### src/rtl/inst_pos_responder_if.sv
// Bus bundles for the instruction-fetch responder: the initiator-facing fetch
// port and the read-only backing-memory port.
interface inst_pos_if;
    logic        req;
    logic [31:0] addr;
    logic        ack;
    logic [31:0] data;
    logic        error;

    modport master (output req, addr, input ack, data, error);
    modport slave  (input req, addr, output ack, data, error);
endinterface

interface inst_mem_if #(
    parameter int MEM_AW = 10
);
    logic              req;
    logic [MEM_AW-1:0] addr;
    logic              gnt;
    logic              rvalid;
    logic [31:0]       rdata;
    logic              err;

    modport master (output req, addr, input gnt, rvalid, rdata, err);
    modport slave  (input req, addr, output gnt, rvalid, rdata, err);
endinterface

### src/rtl/inst_pos_responder.sv
// Serves word-aligned instruction fetches from a byte-address window by
// issuing single reads to a backing memory, with optional ack delay and timeout.
module inst_pos_responder #(
    parameter logic [31:0] BASE_ADDR   = 32'h0,
    parameter logic [31:0] SIZE_BYTES  = 32'h1000,
    parameter int          MEM_AW      = 10,
    parameter int          WAIT_CYCLES = 0,
    parameter int          TIMEOUT     = 64
) (
    input  logic       clk_i,
    input  logic       rst_i,
    inst_pos_if.slave  inst_pos,
    inst_mem_if.master mem
);
    typedef enum logic [2:0] {IDLE, ISSUE, WAITR, HOLD, ACK} state_t;

    // Window bounds are 33 bits wide so a window ending at 0xFFFF_FFFF cannot wrap.
    localparam logic [32:0] WIN_LO = {1'b0, BASE_ADDR};
    localparam logic [32:0] WIN_HI = {1'b0, BASE_ADDR} + {1'b0, SIZE_BYTES} - 33'd1;
    localparam int          TO_W   = (TIMEOUT > 1) ? $clog2(TIMEOUT) : 1;
    localparam logic [TO_W-1:0] TO_LAST   = TO_W'(TIMEOUT - 1);
    localparam logic [3:0]      HOLD_LAST = 4'((WAIT_CYCLES > 0) ? WAIT_CYCLES - 1 : 0);

    state_t            state_reg, state_next;
    logic [MEM_AW-1:0] mem_addr_reg, mem_addr_next;
    logic [31:0]       data_reg, data_next;
    logic              error_reg, error_next;
    logic [TO_W-1:0]   to_cnt_reg, to_cnt_next;
    logic [3:0]        hold_cnt_reg, hold_cnt_next;
    logic              abort_reg, abort_next;

    logic        addr_legal;
    logic [32:0] addr_ext;
    logic        drop_ack;

    assign addr_ext   = {1'b0, inst_pos.addr};
    assign addr_legal = (addr_ext >= WIN_LO) && (addr_ext <= WIN_HI) &&
                        (inst_pos.addr[1:0] == 2'b00);
    // Once the initiator lets go of req the transaction still finishes, silently.
    assign drop_ack   = abort_reg | ~inst_pos.req;

    always_ff @(posedge clk_i) begin
        if (rst_i) begin
            state_reg    <= IDLE;
            mem_addr_reg <= '0;
            data_reg     <= '0;
            error_reg    <= 1'b0;
            to_cnt_reg   <= '0;
            hold_cnt_reg <= '0;
            abort_reg    <= 1'b0;
        end else begin
            state_reg    <= state_next;
            mem_addr_reg <= mem_addr_next;
            data_reg     <= data_next;
            error_reg    <= error_next;
            to_cnt_reg   <= to_cnt_next;
            hold_cnt_reg <= hold_cnt_next;
            abort_reg    <= abort_next;
        end
    end

    always_comb begin
        state_next    = state_reg;
        mem_addr_next = mem_addr_reg;
        data_next     = data_reg;
        error_next    = error_reg;
        to_cnt_next   = to_cnt_reg;
        hold_cnt_next = hold_cnt_reg;
        abort_next    = abort_reg;

        case (state_reg)
            IDLE: begin
                abort_next = 1'b0;
                if (inst_pos.req) begin
                    if (addr_legal) begin
                        mem_addr_next = MEM_AW'((inst_pos.addr - BASE_ADDR) >> 2);
                        state_next    = ISSUE;
                    end else begin
                        data_next  = '0;
                        error_next = 1'b1;
                        state_next = ACK;
                    end
                end
            end
            ISSUE: begin
                abort_next = drop_ack;
                if (mem.gnt) begin
                    to_cnt_next = '0;
                    state_next  = WAITR;
                end
            end
            WAITR: begin
                abort_next = drop_ack;
                if (mem.rvalid) begin
                    data_next     = mem.rdata;
                    error_next    = mem.err;
                    hold_cnt_next = '0;
                    if (WAIT_CYCLES > 0) begin
                        state_next = HOLD;
                    end else begin
                        state_next = drop_ack ? IDLE : ACK;
                    end
                end else if (to_cnt_reg == TO_LAST) begin
                    data_next  = '0;
                    error_next = 1'b1;
                    state_next = drop_ack ? IDLE : ACK;
                end else begin
                    to_cnt_next = to_cnt_reg + TO_W'(1);
                end
            end
            HOLD: begin
                abort_next = drop_ack;
                if (hold_cnt_reg == HOLD_LAST) begin
                    state_next = drop_ack ? IDLE : ACK;
                end else begin
                    hold_cnt_next = hold_cnt_reg + 4'd1;
                end
            end
            ACK: begin
                state_next = IDLE;
            end
            default: begin
                state_next = IDLE;
            end
        endcase
    end

    assign inst_pos.ack   = (state_reg == ACK);
    assign inst_pos.data  = (state_reg == ACK) ? data_reg : 32'h0;
    assign inst_pos.error = (state_reg == ACK) ? error_reg : 1'b0;
    assign mem.req        = (state_reg == ISSUE);
    assign mem.addr       = mem_addr_reg;
endmodule

### src/flat_wrapper.sv
// flat-port wrapper written by rule: the top's interface ports become plain ports
module inst_pos_responder_flat 
#(
    parameter logic [31:0] BASE_ADDR   = 32'h0,
    parameter logic [31:0] SIZE_BYTES  = 32'h1000,
    parameter int          MEM_AW      = 10,
    parameter int          WAIT_CYCLES = 0,
    parameter int          TIMEOUT     = 64
)
  (clk_i, rst_i, inst_pos_req, inst_pos_addr, inst_pos_ack, inst_pos_data, inst_pos_error, mem_req, mem_addr, mem_gnt, mem_rvalid, mem_rdata, mem_err);
  inst_pos_if inst_pos_i ();
  inst_mem_if #(.MEM_AW(MEM_AW)) mem_i ();
  input  logic clk_i;
  input  logic rst_i;
  input wire logic [$bits(inst_pos_i.req)-1:0] inst_pos_req;
  input wire logic [$bits(inst_pos_i.addr)-1:0] inst_pos_addr;
  output wire logic [$bits(inst_pos_i.ack)-1:0] inst_pos_ack;
  output wire logic [$bits(inst_pos_i.data)-1:0] inst_pos_data;
  output wire logic [$bits(inst_pos_i.error)-1:0] inst_pos_error;
  output wire logic [$bits(mem_i.req)-1:0] mem_req;
  output wire logic [$bits(mem_i.addr)-1:0] mem_addr;
  input wire logic [$bits(mem_i.gnt)-1:0] mem_gnt;
  input wire logic [$bits(mem_i.rvalid)-1:0] mem_rvalid;
  input wire logic [$bits(mem_i.rdata)-1:0] mem_rdata;
  input wire logic [$bits(mem_i.err)-1:0] mem_err;
  assign inst_pos_i.req = inst_pos_req;
  assign inst_pos_i.addr = inst_pos_addr;
  assign inst_pos_ack = inst_pos_i.ack;
  assign inst_pos_data = inst_pos_i.data;
  assign inst_pos_error = inst_pos_i.error;
  assign mem_req = mem_i.req;
  assign mem_addr = mem_i.addr;
  assign mem_i.gnt = mem_gnt;
  assign mem_i.rvalid = mem_rvalid;
  assign mem_i.rdata = mem_rdata;
  assign mem_i.err = mem_err;
  inst_pos_responder #(.BASE_ADDR(BASE_ADDR), .SIZE_BYTES(SIZE_BYTES), .MEM_AW(MEM_AW), .WAIT_CYCLES(WAIT_CYCLES), .TIMEOUT(TIMEOUT)) u_core (.clk_i(clk_i), .rst_i(rst_i), .inst_pos(inst_pos_i), .mem(mem_i));
endmodule
### config.mk
export PLATFORM = sky130hd
export DESIGN_NAME = inst_pos_responder_flat
export DESIGN_NICKNAME = d
export VERILOG_FILES = /design/src/rtl/inst_pos_responder_if.sv /design/src/rtl/inst_pos_responder.sv /design/src/flat_wrapper.sv
export SDC_FILE = /design/constraint.sdc
export NUM_CORES = 1
export LEC_CHECK = 0
export CAP_MARGIN = 20
export CORE_UTILIZATION = 45
export CTS_BUF_LIST = sky130_fd_sc_hd__clkbuf_8
export DETAILED_ROUTE_END_ITERATION = 10
export GPL_TIMING_DRIVEN = 0
export MAX_ROUTING_LAYER = met4
export PLACE_DENSITY = 0.8
export SYNTH_ARGS = -nofsm -noshare
export SYNTH_HDL_FRONTEND = slang
export SYNTH_SLANG_ARGS = --single-unit
### constraint.sdc
create_clock -name clk_i -period 3.8 [get_ports clk_i]
set_input_delay 0.57 -clock clk_i [delete_from_list [all_inputs] [get_ports clk_i]]
set_output_delay 0.57 -clock clk_i [all_outputs]
set_load 0.01 [all_outputs]
==> reports/qor.csv <==
metric,value,unit
Initial Utilization,0.476,
post-route cell area,4510,um2
wire length on met1,4.15,mm
later-pin clock latency in the skew report,0.34,ns
Die Area,7200,um2
max incr delay on CP,0.56,ns
Power Density,294,nW/um2
Critical Path Slowest Stage Cell,nor2_1,
register area share after synthesis,0.369,
# hold bufs at CTS,0,
Post-DRT Antenna Nets,0,
"EDFF count, synth",0,
Worst setup SP type,register,
# Post-CTS Setup Buffers,0,
"flops & latches, synth",57,
DR WL met3,460,um
max reg flops,32,
gpl congestion,0.804,
Avg Vias per Cell,5.94,
flop2flop setup slack,1.78,ns
CP Capture Type,output port,
I/O Pins,115,
met2 WL,4.15,mm
pin count of the biggest net entering global routing,11,
register area,1140,um2
first-pass GRT wire length,14.6,mm
Total GRT Usage,0.261,
share of synthesized flip-flops with an asynchronous set or reset,0,
post-synthesis xor/xnor area fraction,0.0142,
vias in the first global route,3050,
core footprint,6490,um2
Final TNS setup,0,ns
mapped cell area,3090,um2
multi-input logic area,1710,um2
Mapped Cells,348,
CTS tree,built,
Die X-Extent,84.9,um
Worst Tran Pin Value,0.733,ns
n_diodes,0,
dpl cells,538,
HPWL after DPL,6.40,mm
top routing layer used,met4,
YS warnings,0,
Post-Route WL,8.92,mm
Hold Slack,0.471,ns
H-tree depth,3,
run status,finished with violations,
Site Rows,29,
Clock Path Buffers,2,
initial antenna violation count,0,
post-synthesis adder-cell area fraction,0.0121,
DIE HEIGHT,84.9,um
Synth Flop Type,dfxtp_1,
synth unique cells,47,
Layout area overhead,46.0,%
post_cts resized,0,
wire length per cell,16.1,um
area fraction in compound gates after synthesis,0.317,
final net count,545,
worst path required time,3.23,ns
crit path cell chain,buf_6 -> nor2_1 -> clkbuf_1 -> and3_1 -> clkdlybuf4s50_1,
fin cells,553,
layout cells sized above 1,0.107,
Final Hold Fails,0,
failing checks,design-rule violations,
CP top delay family,buffers and inverters,
crit path max fanout,10,
Final period util,0.813,
Worst-path clk slew,0.07,ns
"Slew Viols, Final",0,
fin crit period,3.09,ns
Max-Cap Viols,0,
Fill cells,539,
Post-Syn Area per Cell,8.88,um2
HP Class,reg -> reg,
worst vdd ir,0.188,mV
worst path bufs/invs,3,
TritonCTS buffer count,9,
Worst slew margin,0.510,
clk sinks,57,
DR pass1 iterations,9,
main combinational cell family by area after synthesis,compound AO/OA/AOI/OAI gates,
PortBufs,113,
# DRC,6,
grt total ovfl,0,
Max Fclk,324,MHz
Leak,0.00162,uW
critical path class,reg -> out,
post-synthesis mux area share,0.00364,
# setup viols final,0,
simple-gate share of the synthesized area,0.205,
root buf cell,clkbuf_8,
Placed Area,4320,um2
total number of vias,3285,
initial DRC count,170,
unrepaired setup endpoints after global routing,false,
clock skew,0.0102,ns
Mapped Nets,421,
"Arr. time, crit path",2.52,ns
==> layer usage <==
| layer | global-route usage | up-vias |
|---|---|---|
| met4 | 0.105 | 0 |
| li1 | - | 1606 |
| met5 | - | - |
| met1 | 0.345 | 1556 |
| met3 | 0.0457 | 12 |
| met2 | 0.396 | 111 |
==> per-stage QoR <==
| step | util | setup WS [ns] | power (uW) |
|---|---|---|---|
| final | 0.695 | 0.710 | 1330 |
| after global routing | 0.695 | 0.572 | 1370 |
| after CTS | 0.695 | 0.710 | 1330 |
| after detailed placement | 0.665 | 1.09 | 767 |
| after global placement | 0.665 | 1.14 | 766 |
| after floorplan | - | 1.98 | 669 |
==> tightest hold or removal path, delay by kind of cell (launching register included) <==
| family | cells | cell delay (ns) |
|---|---|---|
| compound gates | 2 | 0.12 |
| flops | 1 | 0.31 |
==> cells in the mapped netlist, types with 2 or more instances <==
cell type,instances,area [um2]
dfxtp_1,57,1140
a211oi_1,55,413
a21oi_1,48,240
and3_1,35,219
clkbuf_1,18,67.6
nand4_1,13,81.3
a211oi_2,11,138
o31ai_1,11,82.6
buf_2,10,50.1
nor2_1,9,33.8
nor4_1,8,50.1
nand2_1,7,26.3
buf_6,6,67.6
inv_1,6,22.5
nor3_1,5,25.0
xor2_1,5,43.8
nand3_1,4,20.0
and2_1,3,18.8
ha_1,3,37.5
o211ai_1,3,22.5
and4_1,2,17.5
and4b_1,2,20.0
buf_4,2,15.0
o21a_1,2,15.0
==> final cells by class <==
class | count | area share
buffer | 38 | 0.0485
clock buffer | 11 | 0.0335
clock inverter | 4 | 0.00970
inverter | 6 | 0.00499
multi-input combinational | 247 | 0.378
sequential | 57 | 0.253
tap | 77 | 0.0213
timing repair buffer | 113 | 0.251
==> where the power goes <==
part	internal (uW)	switching, uW
sequential	599	1.60
combinational	86.1	68.8
clock	330	239
total	1020	310
==> path summary, 6_finish.rpt <==
kind                                           to  depth (start not counted)                              from
hold reg to reg   u_core.mem.addr[3]$_SDFFE_PP0P_                          2   u_core.mem.addr[3]$_SDFFE_PP0P_
setup reg to reg  u_core.mem.addr[2]$_SDFFE_PP0P_                          5  u_core.state_reg[1]$_SDFFE_PP0P_
setup / recovery                 inst_pos_data[2]                          5  u_core.state_reg[1]$_SDFFE_PP0P_
hold / removal    u_core.mem.addr[3]$_SDFFE_PP0P_                          2   u_core.mem.addr[3]$_SDFFE_PP0P_
==> cell families after synthesis <==
group	after synthesis
AOI/OAI and AO/OA	138
and+or+nand+nor	100
DFF	57
buffers and inverters	44
xor gates and xnor gates	5
adders and majority gates	3
muxes	1
==> placed cells by master (no fill, tap or decap), drive strengths merged, types with 3 or more instances in the layout <==
master | Yosys | routed
o31ai | 11 | 11
buf | 18 | 18
nand4 | 13 | 13
a21oi | 48 | 48
nor3 | 6 | 6
nor4 | 8 | 8
nand2 | 8 | 8
clkbuf | 18 | 29
nor2 | 9 | 9
inv | 6 | 7
ha | 3 | 3
and2 | 4 | 4
a211oi | 66 | 66
nand3 | 4 | 4
xor2 | 5 | 5
and3 | 35 | 35
o211ai | 3 | 3
clkdlybuf4s50 | 0 | 113
dfxtp | 57 | 57
No activity file was read; power rests on OpenSTA's default activity.
